`src/rtl/pong_engine.sv`:
```
// Per-frame Pong game logic plus a registered 1-bit pixel colour stage behind a VGA sync generator.
// Optional macro PONG_AI_EN: paddle 2 tracks the ball instead of following iUp2/iDn2.
module pong_engine #(
  parameter int BALL_SIZE    = 8,
  parameter int PADDLE_H     = 64,
  parameter int PADDLE_W     = 8,
  parameter int PADDLE_X1    = 16,
  parameter int PADDLE_X2    = 616,
  parameter int BALL_SPEED   = 2,
  parameter int PADDLE_SPEED = 4,
  parameter int SERVE_FRAMES = 60,
  parameter int WIN_SCORE    = 9
) (
  input  logic       iclk,
  input  logic       irst_n,
  input  logic       iActive,
  input  logic [9:0] iX,
  input  logic [9:0] iY,
  input  logic       iVGA_VS,
  input  logic       iUp1,
  input  logic       iDn1,
  input  logic       iUp2,
  input  logic       iDn2,
  input  logic       iStart,
  output logic       oR,
  output logic       oG,
  output logic       oB,
  output logic [3:0] oScore1,
  output logic [3:0] oScore2,
  output logic [1:0] o_dbg_state
);

  localparam int CNT_W = $clog2(SERVE_FRAMES + 1);

  localparam logic [9:0]  C_BX0    = 10'(320 - BALL_SIZE / 2);
  localparam logic [9:0]  C_BY0    = 10'(240 - BALL_SIZE / 2);
  localparam logic [9:0]  C_PY0    = 10'(240 - PADDLE_H / 2);
  localparam logic [9:0]  C_PY_MAX = 10'(480 - PADDLE_H);
  localparam logic [9:0]  C_BY_MAX = 10'(480 - BALL_SIZE);
  localparam logic [9:0]  C_BSPD   = 10'(BALL_SPEED);
  localparam logic [9:0]  C_PSPD   = 10'(PADDLE_SPEED);
  localparam logic [9:0]  C_PX1    = 10'(PADDLE_X1);
  localparam logic [9:0]  C_PX2    = 10'(PADDLE_X2);
  localparam logic [9:0]  C_BX_L   = 10'(PADDLE_X1 + PADDLE_W);
  localparam logic [9:0]  C_BX_R   = 10'(PADDLE_X2 - BALL_SIZE);
  localparam logic [9:0]  C_HIT_L  = 10'(PADDLE_X1 + PADDLE_W + BALL_SPEED);
  localparam logic [9:0]  C_HIT_R  = 10'(PADDLE_X2 - BALL_SIZE - BALL_SPEED);
  localparam logic [9:0]  C_MISS_R = 10'(640 - BALL_SIZE - BALL_SPEED);
  localparam logic [9:0]  C_NET_LO = 10'd318;
  localparam logic [9:0]  C_NET_HI = 10'd321;
  localparam logic [10:0] C_BALL_L = 11'(BALL_SIZE);
  localparam logic [10:0] C_PH_L   = 11'(PADDLE_H);
  localparam logic [10:0] C_PW_L   = 11'(PADDLE_W);
  localparam logic [3:0]  C_WIN    = 4'(WIN_SCORE);

  typedef enum logic [1:0] {S_SERVE, S_PLAY, S_SCORED, S_GAMEOVER} state_t;

  state_t           r_state, w_state_nxt;
  logic [9:0]       r_p1y, r_p2y, r_bx, r_by;
  logic [9:0]       w_p1y_nxt, w_p2y_nxt, w_bx_nxt, w_by_nxt;
  logic             r_dx, r_dy, w_dx_nxt, w_dy_nxt;
  logic             r_scorer_p1, w_scorer_p1_nxt;
  logic [3:0]       r_s1, r_s2, w_s1_nxt, w_s2_nxt, w_s1_inc, w_s2_inc;
  logic [CNT_W-1:0] r_serve_cnt, w_serve_cnt_nxt;
  logic             r_vs_q, r_pix, w_pix, w_ft;
  logic             w_up2, w_dn2, w_hit1, w_hit2;

  function automatic logic [9:0] f_paddle(input logic [9:0] y, input logic up, input logic dn);
    logic [9:0] v;
    v = y;
    if (up && !dn)      v = (y < C_PSPD) ? 10'd0 : y - C_PSPD;
    else if (dn && !up) v = (y > C_PY_MAX - C_PSPD) ? C_PY_MAX : y + C_PSPD;
    return v;
  endfunction

  function automatic logic f_in(input logic [9:0] v, input logic [9:0] lo, input logic [10:0] len);
    return (v >= lo) && ({1'b0, v} < ({1'b0, lo} + len));
  endfunction

  function automatic logic f_overlap(input logic [9:0] a, input logic [10:0] alen,
                                     input logic [9:0] b, input logic [10:0] blen);
    return (({1'b0, a} + alen) > {1'b0, b}) && ({1'b0, a} < ({1'b0, b} + blen));
  endfunction

  assign w_ft     = r_vs_q & ~iVGA_VS;
  assign w_hit1   = f_overlap(r_by, C_BALL_L, r_p1y, C_PH_L);
  assign w_hit2   = f_overlap(r_by, C_BALL_L, r_p2y, C_PH_L);
  assign w_s1_inc = (r_s1 >= C_WIN) ? C_WIN : r_s1 + 4'd1;
  assign w_s2_inc = (r_s2 >= C_WIN) ? C_WIN : r_s2 + 4'd1;

`ifdef PONG_AI_EN
  logic [10:0] w_ball_c, w_pad_c;
  // Steer paddle 2 so its centre follows the ball centre.
  assign w_ball_c = {1'b0, r_by} + 11'(BALL_SIZE / 2);
  assign w_pad_c  = {1'b0, r_p2y} + 11'(PADDLE_H / 2);
  assign w_up2    = w_ball_c < w_pad_c;
  assign w_dn2    = w_ball_c > w_pad_c;
`else
  assign w_up2 = iUp2;
  assign w_dn2 = iDn2;
`endif

  always_comb begin
    w_state_nxt     = r_state;
    w_p1y_nxt       = r_p1y;
    w_p2y_nxt       = r_p2y;
    w_bx_nxt        = r_bx;
    w_by_nxt        = r_by;
    w_dx_nxt        = r_dx;
    w_dy_nxt        = r_dy;
    w_scorer_p1_nxt = r_scorer_p1;
    w_s1_nxt        = r_s1;
    w_s2_nxt        = r_s2;
    w_serve_cnt_nxt = r_serve_cnt;
    if (w_ft) begin
      w_p1y_nxt = f_paddle(r_p1y, iUp1, iDn1);
      w_p2y_nxt = f_paddle(r_p2y, w_up2, w_dn2);
      case (r_state)
        S_SERVE: begin
          w_bx_nxt = C_BX0;
          w_by_nxt = C_BY0;
          if (r_serve_cnt == CNT_W'(SERVE_FRAMES - 1)) begin
            w_state_nxt     = S_PLAY;
            w_serve_cnt_nxt = '0;
          end else begin
            w_serve_cnt_nxt = r_serve_cnt + 1'b1;
          end
        end
        S_PLAY: begin
          // Vertical motion always applies, including the frame a miss is detected.
          if (r_dy) begin
            if (r_by > C_BY_MAX - C_BSPD) begin
              w_by_nxt = C_BY_MAX;
              w_dy_nxt = 1'b0;
            end else begin
              w_by_nxt = r_by + C_BSPD;
            end
          end else if (r_by < C_BSPD) begin
            w_by_nxt = 10'd0;
            w_dy_nxt = 1'b1;
          end else begin
            w_by_nxt = r_by - C_BSPD;
          end
          if (!r_dx) begin
            if (r_bx <= C_HIT_L && w_hit1) begin
              w_bx_nxt = C_BX_L;
              w_dx_nxt = 1'b1;
            end else if (r_bx < C_BSPD) begin
              w_scorer_p1_nxt = 1'b0;
              w_state_nxt     = S_SCORED;
            end else begin
              w_bx_nxt = r_bx - C_BSPD;
            end
          end else begin
            if (r_bx >= C_HIT_R && w_hit2) begin
              w_bx_nxt = C_BX_R;
              w_dx_nxt = 1'b0;
            end else if (r_bx > C_MISS_R) begin
              w_scorer_p1_nxt = 1'b1;
              w_state_nxt     = S_SCORED;
            end else begin
              w_bx_nxt = r_bx + C_BSPD;
            end
          end
        end
        S_SCORED: begin
          w_bx_nxt = C_BX0;
          w_by_nxt = C_BY0;
          if (r_scorer_p1) begin
            w_s1_nxt    = w_s1_inc;
            w_dx_nxt    = 1'b1;
            w_state_nxt = (w_s1_inc == C_WIN) ? S_GAMEOVER : S_SERVE;
          end else begin
            w_s2_nxt    = w_s2_inc;
            w_dx_nxt    = 1'b0;
            w_state_nxt = (w_s2_inc == C_WIN) ? S_GAMEOVER : S_SERVE;
          end
        end
        S_GAMEOVER: begin
          if (iStart) begin
            w_s1_nxt        = 4'd0;
            w_s2_nxt        = 4'd0;
            w_serve_cnt_nxt = '0;
            w_state_nxt     = S_SERVE;
          end
        end
        default: w_state_nxt = S_SERVE;
      endcase
    end
  end

  assign w_pix = iActive && (
      (f_in(iX, C_PX1, C_PW_L) && f_in(iY, r_p1y, C_PH_L)) ||
      (f_in(iX, C_PX2, C_PW_L) && f_in(iY, r_p2y, C_PH_L)) ||
      ((r_state != S_GAMEOVER) && f_in(iX, r_bx, C_BALL_L) && f_in(iY, r_by, C_BALL_L)) ||
      ((iX >= C_NET_LO) && (iX <= C_NET_HI) && !iY[4]));

  always_ff @(posedge iclk or negedge irst_n) begin
    if (!irst_n) begin
      r_state     <= S_SERVE;
      r_p1y       <= C_PY0;
      r_p2y       <= C_PY0;
      r_bx        <= C_BX0;
      r_by        <= C_BY0;
      r_dx        <= 1'b1;
      r_dy        <= 1'b1;
      r_scorer_p1 <= 1'b0;
      r_s1        <= 4'd0;
      r_s2        <= 4'd0;
      r_serve_cnt <= '0;
      r_vs_q      <= 1'b1;
      r_pix       <= 1'b0;
    end else begin
      r_state     <= w_state_nxt;
      r_p1y       <= w_p1y_nxt;
      r_p2y       <= w_p2y_nxt;
      r_bx        <= w_bx_nxt;
      r_by        <= w_by_nxt;
      r_dx        <= w_dx_nxt;
      r_dy        <= w_dy_nxt;
      r_scorer_p1 <= w_scorer_p1_nxt;
      r_s1        <= w_s1_nxt;
      r_s2        <= w_s2_nxt;
      r_serve_cnt <= w_serve_cnt_nxt;
      r_vs_q      <= iVGA_VS;
      r_pix       <= w_pix;
    end
  end

  assign oR          = r_pix;
  assign oG          = r_pix;
  assign oB          = r_pix;
  assign oScore1     = r_s1;
  assign oScore2     = r_s2;
  assign o_dbg_state = r_state;

endmodule

```
`config.mk`:
```
export PLATFORM = sky130hd
export DESIGN_NAME = pong_engine
export DESIGN_NICKNAME = d
export VERILOG_FILES = /design/src/rtl/pong_engine.sv
export SDC_FILE = /design/constraint.sdc
export NUM_CORES = 1
export LEC_CHECK = 0
export ABC_AREA = 1
export CORE_ASPECT_RATIO = 1.75
export CORE_MARGIN = 4
export CORE_UTILIZATION = 55
export DETAILED_ROUTE_END_ITERATION = 12
export GPL_ROUTABILITY_DRIVEN = 0
export PLACE_DENSITY_LB_ADDON = 0.12
export SYNTH_ARGS = -nofsm -noshare
export SYNTH_HDL_FRONTEND = slang
export SYNTH_SLANG_ARGS = --single-unit
export TNS_END_PERCENT = 30
```
`constraint.sdc`:
```
create_clock -name iclk -period 3.01 [get_ports iclk]
set_input_delay 0.903 -clock iclk [delete_from_list [all_inputs] [get_ports iclk]]
set_output_delay 0.903 -clock iclk [all_outputs]
set_load 0.01 [all_outputs]
```
Yosys cells after proc, flatten, opt, wreduce, memory -nomap -nowiden
Cells that the tools add are included.

word-level totals
  register bits = 61
  latch bits = 0
  bits in writable memories = 0
  ROM bits = 0
  input bits = 29
  output and inout port bits = 13
  memories kept = 0

cells by class
  add/subtract/negate cells = 15
  $mul = 0
  divide/modulo/power cells = 0
  order comparisons = 30
  eq/ne operators = 20
  shifts and indexed selects = 0
  multiplexer cells = 52
  bitwise logic cells = 2
  reductions and logical operators = 49

operators by type and width
  operator                 count
  $mux W10                 16
  $lt A10 B11 Y1           6
  $ge A10 B10 Y1           4
  $pmux W10 S2             2
  $gt A10 B9 Y1 const B    3
  $add A10 B4 Y11 const B  2
  $add A10 B7 Y11 const B  2
  $gt A11 B10 Y1           2
  $logic_and A1 B1 Y1      21
  $add A10 B2 Y10 const B  2
  $add A10 B3 Y10 const B  2
  $ge A10 B10 Y1 const B   2
  $lt A10 B2 Y1 const B    2
  $lt A10 B3 Y1 const B    2
  $mux W2                  10
  $mux W4                  5
  $sub A10 B2 Y10 const B  2
  $sub A10 B3 Y10 const B  2
  $pmux W4 S2              2
  $ne A2 B2 Y1 const B     7
  $reduce_bool A2 Y1       7
  $mux W1                  12
  $mux W6                  2
  $ne A3 B3 Y1 const B     4
  other kinds (30)         47

Longest topological paths before layout
Gate-level depths: netlist (run 1).

  depth after elaboration = 8
  mapped depth = 19

Worst setup path after synthesis (run 1)
No wires, ideal clock.

  path type = register to register
  start = register r_by[6]
  end = register r_bx[1]
  library setup time = 118 ps
  arrival = 2,366 ps
  setup slack = 526 ps
  cell stages (with the launch flop) = 19
  buffers on the path = 1
  cell sequence = dfstp_2 > nand2_2 > nor2_1 > inv_1 > nor2_1 > xor2_1 > inv_1 > ha_1 > nand3_1 > nor2_1 > nand3_2 > nand2_2 > nor2_4 > nand3_4 > nand3_2 > nand3_2 > buf_6 > nand2_1 > o21ai_2

on the way
  longest elaborated chain between the ends = 7
  elaborated cells between the ends (all ways) = 16

RTL lines
  what                                           line      text
  start, declared                                59        logic [9:0] r_p1y, r_p2y, r_bx, r_by;
  start signal, assigned                         218       r_by <= w_by_nxt;
  $add A10 B4 Y11                                82        return (({1'b0, a} + alen) > {1'b0, b}) && ({1'b0, a} < ({1'b0, b} + blen));
  $gt A11 B10 Y1                                 82
  $logic_and A1 B1 Y1                            82
  $logic_and A1 B1 Y1, on equally long branches  145, 155
  $mux W10, on equally long branches             145, 155
  $mux W10                                       144       if (!r_dx) begin
  $pmux W10 S2                                   118       case (r_state)
  end signal, assigned                           217       r_bx <= w_bx_nxt;
  end, declared                                  59

Several ways; a longest one is shown, not always the timed one.
A chain may end at the register's enable or synchronous reset.

Final worst setup path (run 1)
  start = register r_by[3]
  end = register r_bx[7]

The elaborated chain is that of the path after synthesis.

==> impl_metrics.yaml, run 1 <==
global_routing:
  globalRouteOverflowTotal: 0
  global_route_wire_length_before_repair_um: 31190
  track_usage_pct: 26.84
  grt_antenna_before_repair: 0
  grt_start_max_net_pins: 31
  first_global_vias: 6905
detailed_routing:
  postRouteWirelength_um: 18970
  detail_route.iter0.violations: 305
  drc: 0
  vias: 6915
  route.detailed.vias_per_inst: 5.541
  avgRoutedWirePerCell_um: 15.20
  drt.antenna.violating_nets: 0
  detail_route.first_pass.iterations: 5
synthesis:
  ys_seq_area_share_pct: 20.35
  postSynth.topFlopCell: "dfrtp_1"
  mappedNetlistArea_mm2: 0.006880
  async_flop_share_pct: 100.0
  post_synth_edffs: 0
  yosys_warnings: 0
  synth.lib_cells_used.distinct: 46
  syn_area_per_cell_um2: 6.853
  synth_seq_cells: 55
  synth_fp_nets: 1153
  netlist_instances: 1004
sta:
  fin_worst_hold_slack_ps: 521.6
  setup_total_negative_slack_ps: 0
  hold_violations: 0
  report.final.setup_viol: 0
  final_max_slew_viol_count: 0
  slew_headroom_pct: 54.62
  maxClockFrequency_mhz: 356.1
  period_share_pct: 93.29
  tightestPinTransition_ps: 680.7
  fin_crit_ps: 2808
  worst_clock_skew_ps: 11.39
power:
  irDropWorstVdd_mv: 0.6050
  p_switching_uw: 3507
  leakage_uw: 0.004054
  pwr-share-clk_pct: 9.6
  power.share.switching_pct: 51.53
  internal_power_uw: 3298
  seqPwrFrac_pct: 22.1
  cellPowerDensity_mw_per_mm2: 856.7
  share_comb_of_total_power_pct: 68.4
final_layout:
  areaGrowthSynthToFinish_pct: 15.46
  final_core_util_pct: 65.46
  design.final.nets: 1231
  fill_cells: 1133
  stdcell_area_mm2: 0.007944
  antennaDiodeCount: 0
  fraction_of_layout_cells_with_a_size_suffix_above_1_pct: 9.972
setup_path:
  start_kind: "flip-flop"
  rrSetupSlack_ps: 200
  timing.critical_path.from: "r_by[3]"
  timing_worst_setup_path_type: "reg2reg"
  worstSetupEndpointType: "flip-flop"
  r2r_cells: 17
  worst_ep_arrival_time_ps: 3060
  critPathMaxFanout: 3
  worstPathRequired_ps: 3260
  worst_r2r_endpoint: "r_bx[7]"
  crit_path_end: "r_bx[7]"
  regToRegStartpoint: "r_by[3]"
clock_tree:
  cts_root_buffer: "clkbuf_16"
  worstSkewPairLatency_ps: 310
  cts.sink_count: 55
  cts_tree: "done"
  cts-htree-levels: 2
  clk_path_buf_depth: 2
  post_cts_hold_buffer_count: 0
  number_of_buffers_added_by_the_clock_tree_synthesis_step: 5
  clk_transition_reported_paths_ps: 90
flow_run:
  count_of_maximum_capacitance_violations: 0
placed_design:
  dpl_cell_area_mm2: 0.007745
  dp_hpwl_um: 15430
  port_buffers: 40
floorplan:
  placementRows: 53
  die_width_um: 92.55
  core-area_mm2: 0.01214
  start_util_pct: 56.70
  floorplan.die_area_mm2: 0.01443
  number_of_top_level_pins: 42
  fp.dieH_um: 156.0
run_status:
  status: "finished clean"
min_path:
  holdCritPathClass: "reg2reg"
-- sequential cells by signal, indices dropped and copies added, names as in the netlist --
name / cells
oScore2: 4
r_by: 9
r_p2y: 8
r_dx: 1
r_bx: 9
oScore1: 4
r_scorer_p1: 1
oB: 1
r_vs_q: 1
r_dy: 1
r_serve_cnt: 6
o_dbg_state: 2
r_p1y: 8
-- logic make-up (layout without fill, tap and decap cells) --
group           count (synthesis)  count (layout)  share of synthesized area (%)
compound gates                174             174                          14.33
flops                          55              55                          20.35
fa+ha+maj                     120             120                          21.82
simple gates                  455             455                          29.19
xor+xnor                       39              39                          4.965
buf+inv                       161             240                          9.347
-- placed cells by master (no fill, tap or decap), types with 3 or more instances in the layout --
cell	count
nand2_2	6
o31ai_1	3
a22oi_1	4
o21ai_0	53
o22ai_1	11
dfstp_2	19
o21a_1	4
nor3_1	20
nor2_1	89
inv_2	3
clkdlybuf4s50_1	39
nand2_1	222
clkbuf_16	5
o21bai_1	3
nand4_1	25
dfrtp_1	36
a21o_1	4
nor2_2	10
ha_1	120
nand3b_1	6
nor2_4	3
a211oi_1	7
nand3_1	61
o21ai_1	3
xor2_1	37
buf_4	44
o221ai_1	3
inv_1	139
nand3_2	5
a21oi_1	70
a32oi_1	3
-- cell type report --
| type | instances | area (um^2) | area share [%] |
|---|---|---|---|
| Clock buffer | 5 | 125.1 | 1.575 |
| Clock inverter | 3 | 33.78 | 0.4253 |
| Inverter | 146 | 550.5 | 6.930 |
| Multi-Input combinational cell | 788 | 4862 | 61.21 |
| Sequential cell | 55 | 1400 | 17.62 |
| Tap cell | 165 | 206.4 | 2.599 |
| Timing Repair Buffer | 86 | 765.7 | 9.639 |
-- worst min path at each step --
| stage | end | cells after the start | startpoint |
|---|---|---|---|
| after global placement | r_bx[2] | 2 | r_bx[2] |
| after detailed placement | r_bx[2] | 2 | r_bx[2] |
| after floorplan | r_bx[2] | 2 | r_bx[2] |
| final | r_bx[2] | 2 | r_bx[2] |
| after CTS | r_bx[2] | 2 | r_bx[2] |
| after global routing | r_bx[4] | 2 | r_bx[4] |
-- critical path: stages, from the launching register on --
cell and delay (ps):
dfstp_2 560, ha_1 170, nand2_1 80, nor2_1 140, xor2_1 240, inv_1 130, ha_1 310, inv_1 70
nor2_2 50, nand3_1 90, nor2_1 50, nor2_1 120, nand3_2 140, nand3_2 120, nand2_1 80, nor2_1 200
nand2_1 110, nand2_1 80
-- through the flow --
stage	cells	setup WS (ps)	power [uW]
2_1_floorplan	1004	525.8	4665
6_report	1248	202.1	6805
5_1_grt	1248	-4.070	7572
3_3_place_gp	1238	83.44	5966
3_5_place_dp	1238	89.63	6062
4_1_cts	1246	71.88	6763
-- synth_stat cells (3+ instances only) --
master,number,area (um^2)
nand2_1,224,840.8
inv_1,139,521.8
ha_1,120,1501
nor2_1,92,345.3
a21oi_1,70,350.3
nand3_1,62,310.3
o21ai_0,53,265.3
xor2_1,37,324.1
dfrtp_1,36,900.9
nand4_1,25,156.4
nor3_1,20,100.1
dfstp_2,19,499.2
o22ai_1,11,68.82
a211oi_1,7,52.55
nor2_2,7,43.79
nand3b_1,6,45.04
nand3_2,5,50.05
a21o_1,4,30.03
a22oi_1,4,30.03
buf_2,4,20.02
buf_4,4,30.03
nand2_2,4,25.02
o21a_1,4,30.03
a32oi_1,3,26.28
clkbuf_1,3,11.26
inv_2,3,11.26
nor2_4,3,33.78
o21ai_1,3,15.01
o21bai_1,3,22.52
o221ai_1,3,26.28
o31ai_1,3,22.52
-- timing repair --
item / CTS / global route
setup endpoints to repair: 0 / 12
buffers inserted: 0 / 2
resized for setup: 0 / 7
hold endpoints to repair: 0 / 0
-- routing by layer --
metal	routed length, um	vias to the layer above	global-route usage (%)
li1	-	3507	-
met1	7160	3195	26.75
met2	10410	158	53.53
met3	560	55	2.365
met4	838	0	13.82
met5	0	-	0
-- power by group through the flow --
stage	logic, uW	clock network (uW)	registers (uW)
6_report	4650	650	1500
5_1_grt	5330	694	1550
3_5_place_dp	4550	0	1510
4_1_cts	4600	669	1500
2_1_floorplan	3290	0	1370
3_3_place_gp	4460	0	1500
Power figures use the tool's default switching activity.
==> run 2: changes to the inputs <==
--- a/config.mk
+++ b/config.mk
@@ -12,6 +12,7 @@
 export DETAILED_ROUTE_END_ITERATION = 12
 export GPL_ROUTABILITY_DRIVEN = 0
 export PLACE_DENSITY_LB_ADDON = 0.12
+export REMOVE_ABC_BUFFERS = 1
 export SYNTH_ARGS = -nofsm -noshare
 export SYNTH_HDL_FRONTEND = slang
 export SYNTH_SLANG_ARGS = --single-unit
==> impl_metrics.yaml, run 2 (same netlist as run 1, synthesis figures left out) <==
run_status:
  status: "finished clean"
clock_tree:
  cts-htree-levels: 2
  clk_transition_reported_paths_ps: 90
  cts.sink_count: 55
  cts_tree: "done"
  number_of_buffers_added_by_the_clock_tree_synthesis_step: 5
  cts_root_buffer: "clkbuf_16"
  worstSkewPairLatency_ps: 310
  clk_path_buf_depth: 2
sta:
  report.final.setup_viol: 0
  slew_headroom_pct: 60.76
  worst_clock_skew_ps: 16.00
  finalWorstSetupSlack_ps: 213.2
  final_max_slew_viol_count: 0
  period_share_pct: 92.92
  setup_total_negative_slack_ps: 0
  tightestPinTransition_ps: 588.5
  maxClockFrequency_mhz: 357.6
  fin_crit_ps: 2797
  hold_violations: 0
  fin_worst_hold_slack_ps: 514.7
final_layout:
  final_core_util_pct: 64.86
  top_regs: "r_bx x9, r_by x9"
  fraction_of_layout_cells_with_a_size_suffix_above_1_pct: 9.116
  antennaDiodeCount: 0
  final_common_cell: "nand2_1"
  layout_common_cells: "nand2_1 (223), inv_1 (139), ha_1 (120), nor2_1 (91), a21oi_1 (70)"
  design.final.nets: 1223
  areaGrowthSynthToFinish_pct: 14.40
setup_path:
  worstPathRequired_ps: 3210
  worst_r2r_endpoint: "r_bx[1]"
  worst_ep_arrival_time_ps: 2990
  path_cells: "ha_1 -> nand2_1 -> nor2_2 -> xor2_2 -> inv_1 -> ha_1 -> nand3_1 -> nor2_1 -> nand3_2 -> nand2_2 -> nor2_4 -> nand3_4 -> nand3_2 -> nand3_4 -> buf_4 -> nand2_1 -> o21ai_2"
  worst_path_largest_cell_delay_ps: 580
  worstSetupEndpointType: "flip-flop"
  r2r_cells: 17
  slowest_library_cell_on_the_worst_path: "dfstp_2"
  rrSetupSlack_ps: 210
  timing_worst_setup_path_type: "reg2reg"
  critPathMaxFanout: 9
  regToRegStartpoint: "r_by[3]"
  start_kind: "flip-flop"
detailed_routing:
  avgRoutedWirePerCell_um: 15.17
  vias: 6894
  drt.antenna.violating_nets: 0
  detail_route.iter0.violations: 292
  postRouteWirelength_um: 18810
  detail_route.first_pass.iterations: 6
  drc: 0
  route.detailed.vias_per_inst: 5.560
power:
  irDropWorstVdd_mv: 0.5059
  cellPowerDensity_mw_per_mm2: 850.7
  leakage_uw: 0.004012
  post-layout-total-power_uw: 6696
flow_run:
  count_of_maximum_capacitance_violations: 0
min_path:
  holdCritPathClass: "reg2reg"
  worstHoldStart: "r_bx[2]"
  timing.hold.worst_path_depth: 2
  worstHoldEndpoint: "r_bx[2]"
global_routing:
  globalRouteOverflowTotal: 0
  grt_start_max_net_pins: 35
  first_global_vias: 6745
  grt_antenna_before_repair: 0
  global_route_wire_length_before_repair_um: 30810
  track_usage_pct: 26.42
floorplan:
  start_util_pct: 56.70
  fp.dieH_um: 156.0
  number_of_top_level_pins: 42
  placementRows: 53
  floorplan.die_area_mm2: 0.01443
  core-area_mm2: 0.01214
  die_width_um: 92.55
placed_design:
  port_buffers: 40
  dp_hpwl_um: 15480
  place_worst_setup_slack_ps: 111.4
==> run 2: cell count changes in the layout (fill, tap and decap cells not counted) <==
cell     change
nor2_2       -2
buf_12       -1
xor2_1       -1
xor2_2       +1
nand2_2      -1
nor2_1       +2
nand2_1      +1
buf_4        -7
==> run 2: worst max-delay path by stage <==
stage / slack [ps] / startpoint / to
finish: 210 / r_by[3] / r_bx[1]
global route: -6 / r_by[3] / r_bx[9]
global placement: 140 / iY[8] / oB
floorplan: 410 / r_by[3] / r_bx[6]
detailed placement: 110 / r_by[3] / r_bx[6]
CTS: 70 / r_by[3] / r_bx[6]
==> run 2: layout make-up <==
| class | count | area (um^2) |
|---|---|---|
| Fill cell | 1165 | 4264 |
| Inverter | 146 | 550.5 |
| Tap cell | 165 | 206.4 |
| Timing Repair Buffer | 78 | 693.2 |
| Sequential cell | 55 | 1400 |
| Multi-Input combinational cell | 788 | 4862 |
| Clock buffer | 5 | 125.1 |
| Clock inverter | 3 | 33.78 |
==> run 2: report_power, final <==
group	total [uW]	internal, uW	switching (uW)
sequential	1510	1090	419
clock	654	324	330
combinational	4530	1810	2720
==> run 2: critical path: cells and delay by family, from the launching register on <==
kind	cells	cell delay, ps
AO/OA/AOI/OAI	1	50
XOR/XNOR	1	200
AND/OR/NAND/NOR	11	1070
adder cells (fa/ha/maj)	2	470
buffers and inverters	2	290
flip-flops	1	580
==> run 2: metal layers <==
metal	GRT usage, %	wire (um)	vias up
li1	-	-	3501
met2	52.53	10300	162
met3	2.075	489	65
met4	14.74	1008	0
met1	26.15	7008	3166
met5	0	0	-
==> run 2: what timing repair did <==
action	CTS	global route
resized for setup	0	5
setup buffers	0	2
hold buffers	0	0
endpoints found under the hold margin	0	0
setup endpoints to repair	0	12
==> run 2: metrics by stage <==
step                std cells  cell area, um^2
finish                   1240             7871
global route             1240             7871
CTS                      1238             7831
detailed placement       1230             7672
global placement         1230             7672
floorplan                 989             6788
==> run 3: changes to the inputs <==
--- a/config.mk
+++ b/config.mk
@@ -6,7 +6,7 @@
 export NUM_CORES = 1
 export LEC_CHECK = 0
 export ABC_AREA = 1
-export CORE_ASPECT_RATIO = 1.75
+export CORE_ASPECT_RATIO = 0.6
 export CORE_MARGIN = 4
 export CORE_UTILIZATION = 55
 export DETAILED_ROUTE_END_ITERATION = 12
==> impl_metrics.yaml, run 3 (same netlist as run 1, synthesis figures left out) <==
detailed_routing:
  postRouteWirelength_um: 18970
  vias: 6872
  avgRoutedWirePerCell_um: 15.35
  drc: 0
  detail_route.first_pass.iterations: 5
  detail_route.iter0.violations: 574
  drt.antenna.violating_nets: 0
  route.detailed.vias_per_inst: 5.560
flow_run:
  count_of_maximum_capacitance_violations: 0
power:
  p_switching_uw: 3570
  cellPowerDensity_mw_per_mm2: 865.7
  seqPwrFrac_pct: 22.4
  internal_power_uw: 3225
  share_comb_of_total_power_pct: 67.9
  pwr-share-clk_pct: 9.7
  power.share.switching_pct: 52.54
  irDropWorstVdd_mv: 0.4262
  leakage_uw: 0.003989
clock_tree:
  cts-htree-levels: 2
  cts.sink_count: 55
  clk_transition_reported_paths_ps: 80
  cts_tree: "done"
  clk_path_buf_depth: 2
  cts_root_buffer: "clkbuf_16"
  post_cts_hold_buffer_count: 0
  worstSkewPairLatency_ps: 310
  number_of_buffers_added_by_the_clock_tree_synthesis_step: 5
min_path:
  holdCritPathClass: "reg2reg"
setup_path:
  start_kind: "flip-flop"
  worstSetupEndpointType: "flip-flop"
  regToRegStartpoint: "r_by[3]"
  crit_path_end: "r_bx[6]"
  cp_common_cell: "nor2_1"
  path_cells: "ha_2 -> nand2_1 -> nor2_1 -> xor2_1 -> inv_1 -> ha_1 -> inv_1 -> nor2_1 -> nand3_1 -> nor2_1 -> nor2_1 -> nand3_2 -> nand3_2 -> nand3_4 -> buf_4 -> nand2_1 -> nand2_1"
  worstPathRequired_ps: 3210
  worst_ep_arrival_time_ps: 3030
  critPathMaxFanout: 6
  worst_r2r_endpoint: "r_bx[6]"
  timing_worst_setup_path_type: "reg2reg"
  rrSetupSlack_ps: 180
  r2r_cells: 17
  timing.critical_path.from: "r_by[3]"
  slowest_library_cell_on_the_worst_path: "dfstp_2"
  worst_path_largest_cell_delay_ps: 570
global_routing:
  global_route_wire_length_before_repair_um: 31360
  grt_antenna_before_repair: 0
  globalRouteOverflowTotal: 0
  grt_start_max_net_pins: 37
  track_usage_pct: 26.57
  first_global_vias: 5996
sta:
  worst_clock_skew_ps: 10.19
  final_max_slew_viol_count: 0
  finalWorstSetupSlack_ps: 181.4
  period_share_pct: 93.97
  hold_violations: 0
  tightestPinTransition_ps: 585.3
  setup_total_negative_slack_ps: 0
  fin_crit_ps: 2829
  slew_headroom_pct: 60.75
  report.final.setup_viol: 0
  maxClockFrequency_mhz: 353.5
final_layout:
  layout_common_cells: "nand2_1 (223), inv_1 (138), ha_1 (118), nor2_1 (91), a21oi_1 (70)"
  final_core_util_pct: 64.65
  stdcell_area_mm2: 0.007849
  top_regs: "r_bx x9, r_by x9"
  final_common_cell: "nand2_1"
  post_layout_nonfiller_instances: 1236
  areaGrowthSynthToFinish_pct: 14.08
  fraction_of_layout_cells_with_a_size_suffix_above_1_pct: 9.150
  design.final.nets: 1219
  antennaDiodeCount: 0
placed_design:
  placed_cells_incl_taps: 1226
  dpl_cell_area_mm2: 0.007642
  port_buffers: 40
  dp_hpwl_um: 15220
  place_worst_setup_slack_ps: 89.79
floorplan:
  floorplan.die_area_mm2: 0.01442
  start_util_pct: 56.67
  die_width_um: 152.4
  core-area_mm2: 0.01214
  fp.dieH_um: 94.64
  number_of_top_level_pins: 42
  placementRows: 31
run_status:
  status: "finished clean"
run 3: cell count changes in the layout (fill, tap and decap cells not counted), sizes merged:
cell / previous run / this run
buf: 39 / 35
run 3: how the worst min path moves through the flow:
| stage | depth (start not counted) | end | start |
|---|---|---|---|
| 3_5_place_dp | 2 | r_bx[2] | r_bx[2] |
| 6_report | 2 | r_bx[2] | r_bx[2] |
| 2_1_floorplan | 2 | r_bx[2] | r_bx[2] |
| 4_1_cts | 2 | r_bx[2] | r_bx[2] |
| 3_3_place_gp | 2 | r_bx[2] | r_bx[2] |
| 5_1_grt | 2 | r_bx[2] | r_bx[2] |
run 3: power by group through the flow:
stage / Sequential (uW) / Clock [uW] / Combinational [uW]
detailed placement: 1530 / 0 / 4450
floorplan: 1470 / 0 / 3130
finish: 1520 / 657 / 4620
global route: 1570 / 696 / 5280
CTS: 1510 / 668 / 4480
global placement: 1520 / 0 / 4360
run 3: metal layers:
metal  global-route usage (%)  wire length, um
met2                    33.97             6887
met5                        0                0
met3                    5.037             1806
met1                    44.88            10130
met4                    3.815              143
run 3: cell type report:
class                           count  area, um^2
Multi-Input combinational cell    788        4872
Inverter                          146       550.5
Sequential cell                    55        1400
Clock inverter                      3       31.28
Clock buffer                        5       125.1
Timing Repair Buffer               74       663.1
Tap cell                          165       206.4
Fill cell                        1082        4292
run 3: critical path: cells and delay by family, from the launching register on:
family                     cells  cell delay, ps
xor gates and xnor gates       1             270
adders and majority gates      2             490
buffers and inverters          3             350
DFF                            1             570
and+or+nand+nor               11            1040
run 3: what timing repair did:
action,CTS,global route
buffers inserted,0,2
gates resized for setup,0,9
setup endpoints to repair,0,13
run 3: stage by stage:
step | hold slack (ps) | total power, uW
2_1_floorplan | 478.6 | 4603
3_3_place_gp | 494.2 | 5889
3_5_place_dp | 491.9 | 5977
4_1_cts | 503.7 | 6665
5_1_grt | 513.7 | 7555
6_report | 506.0 | 6795
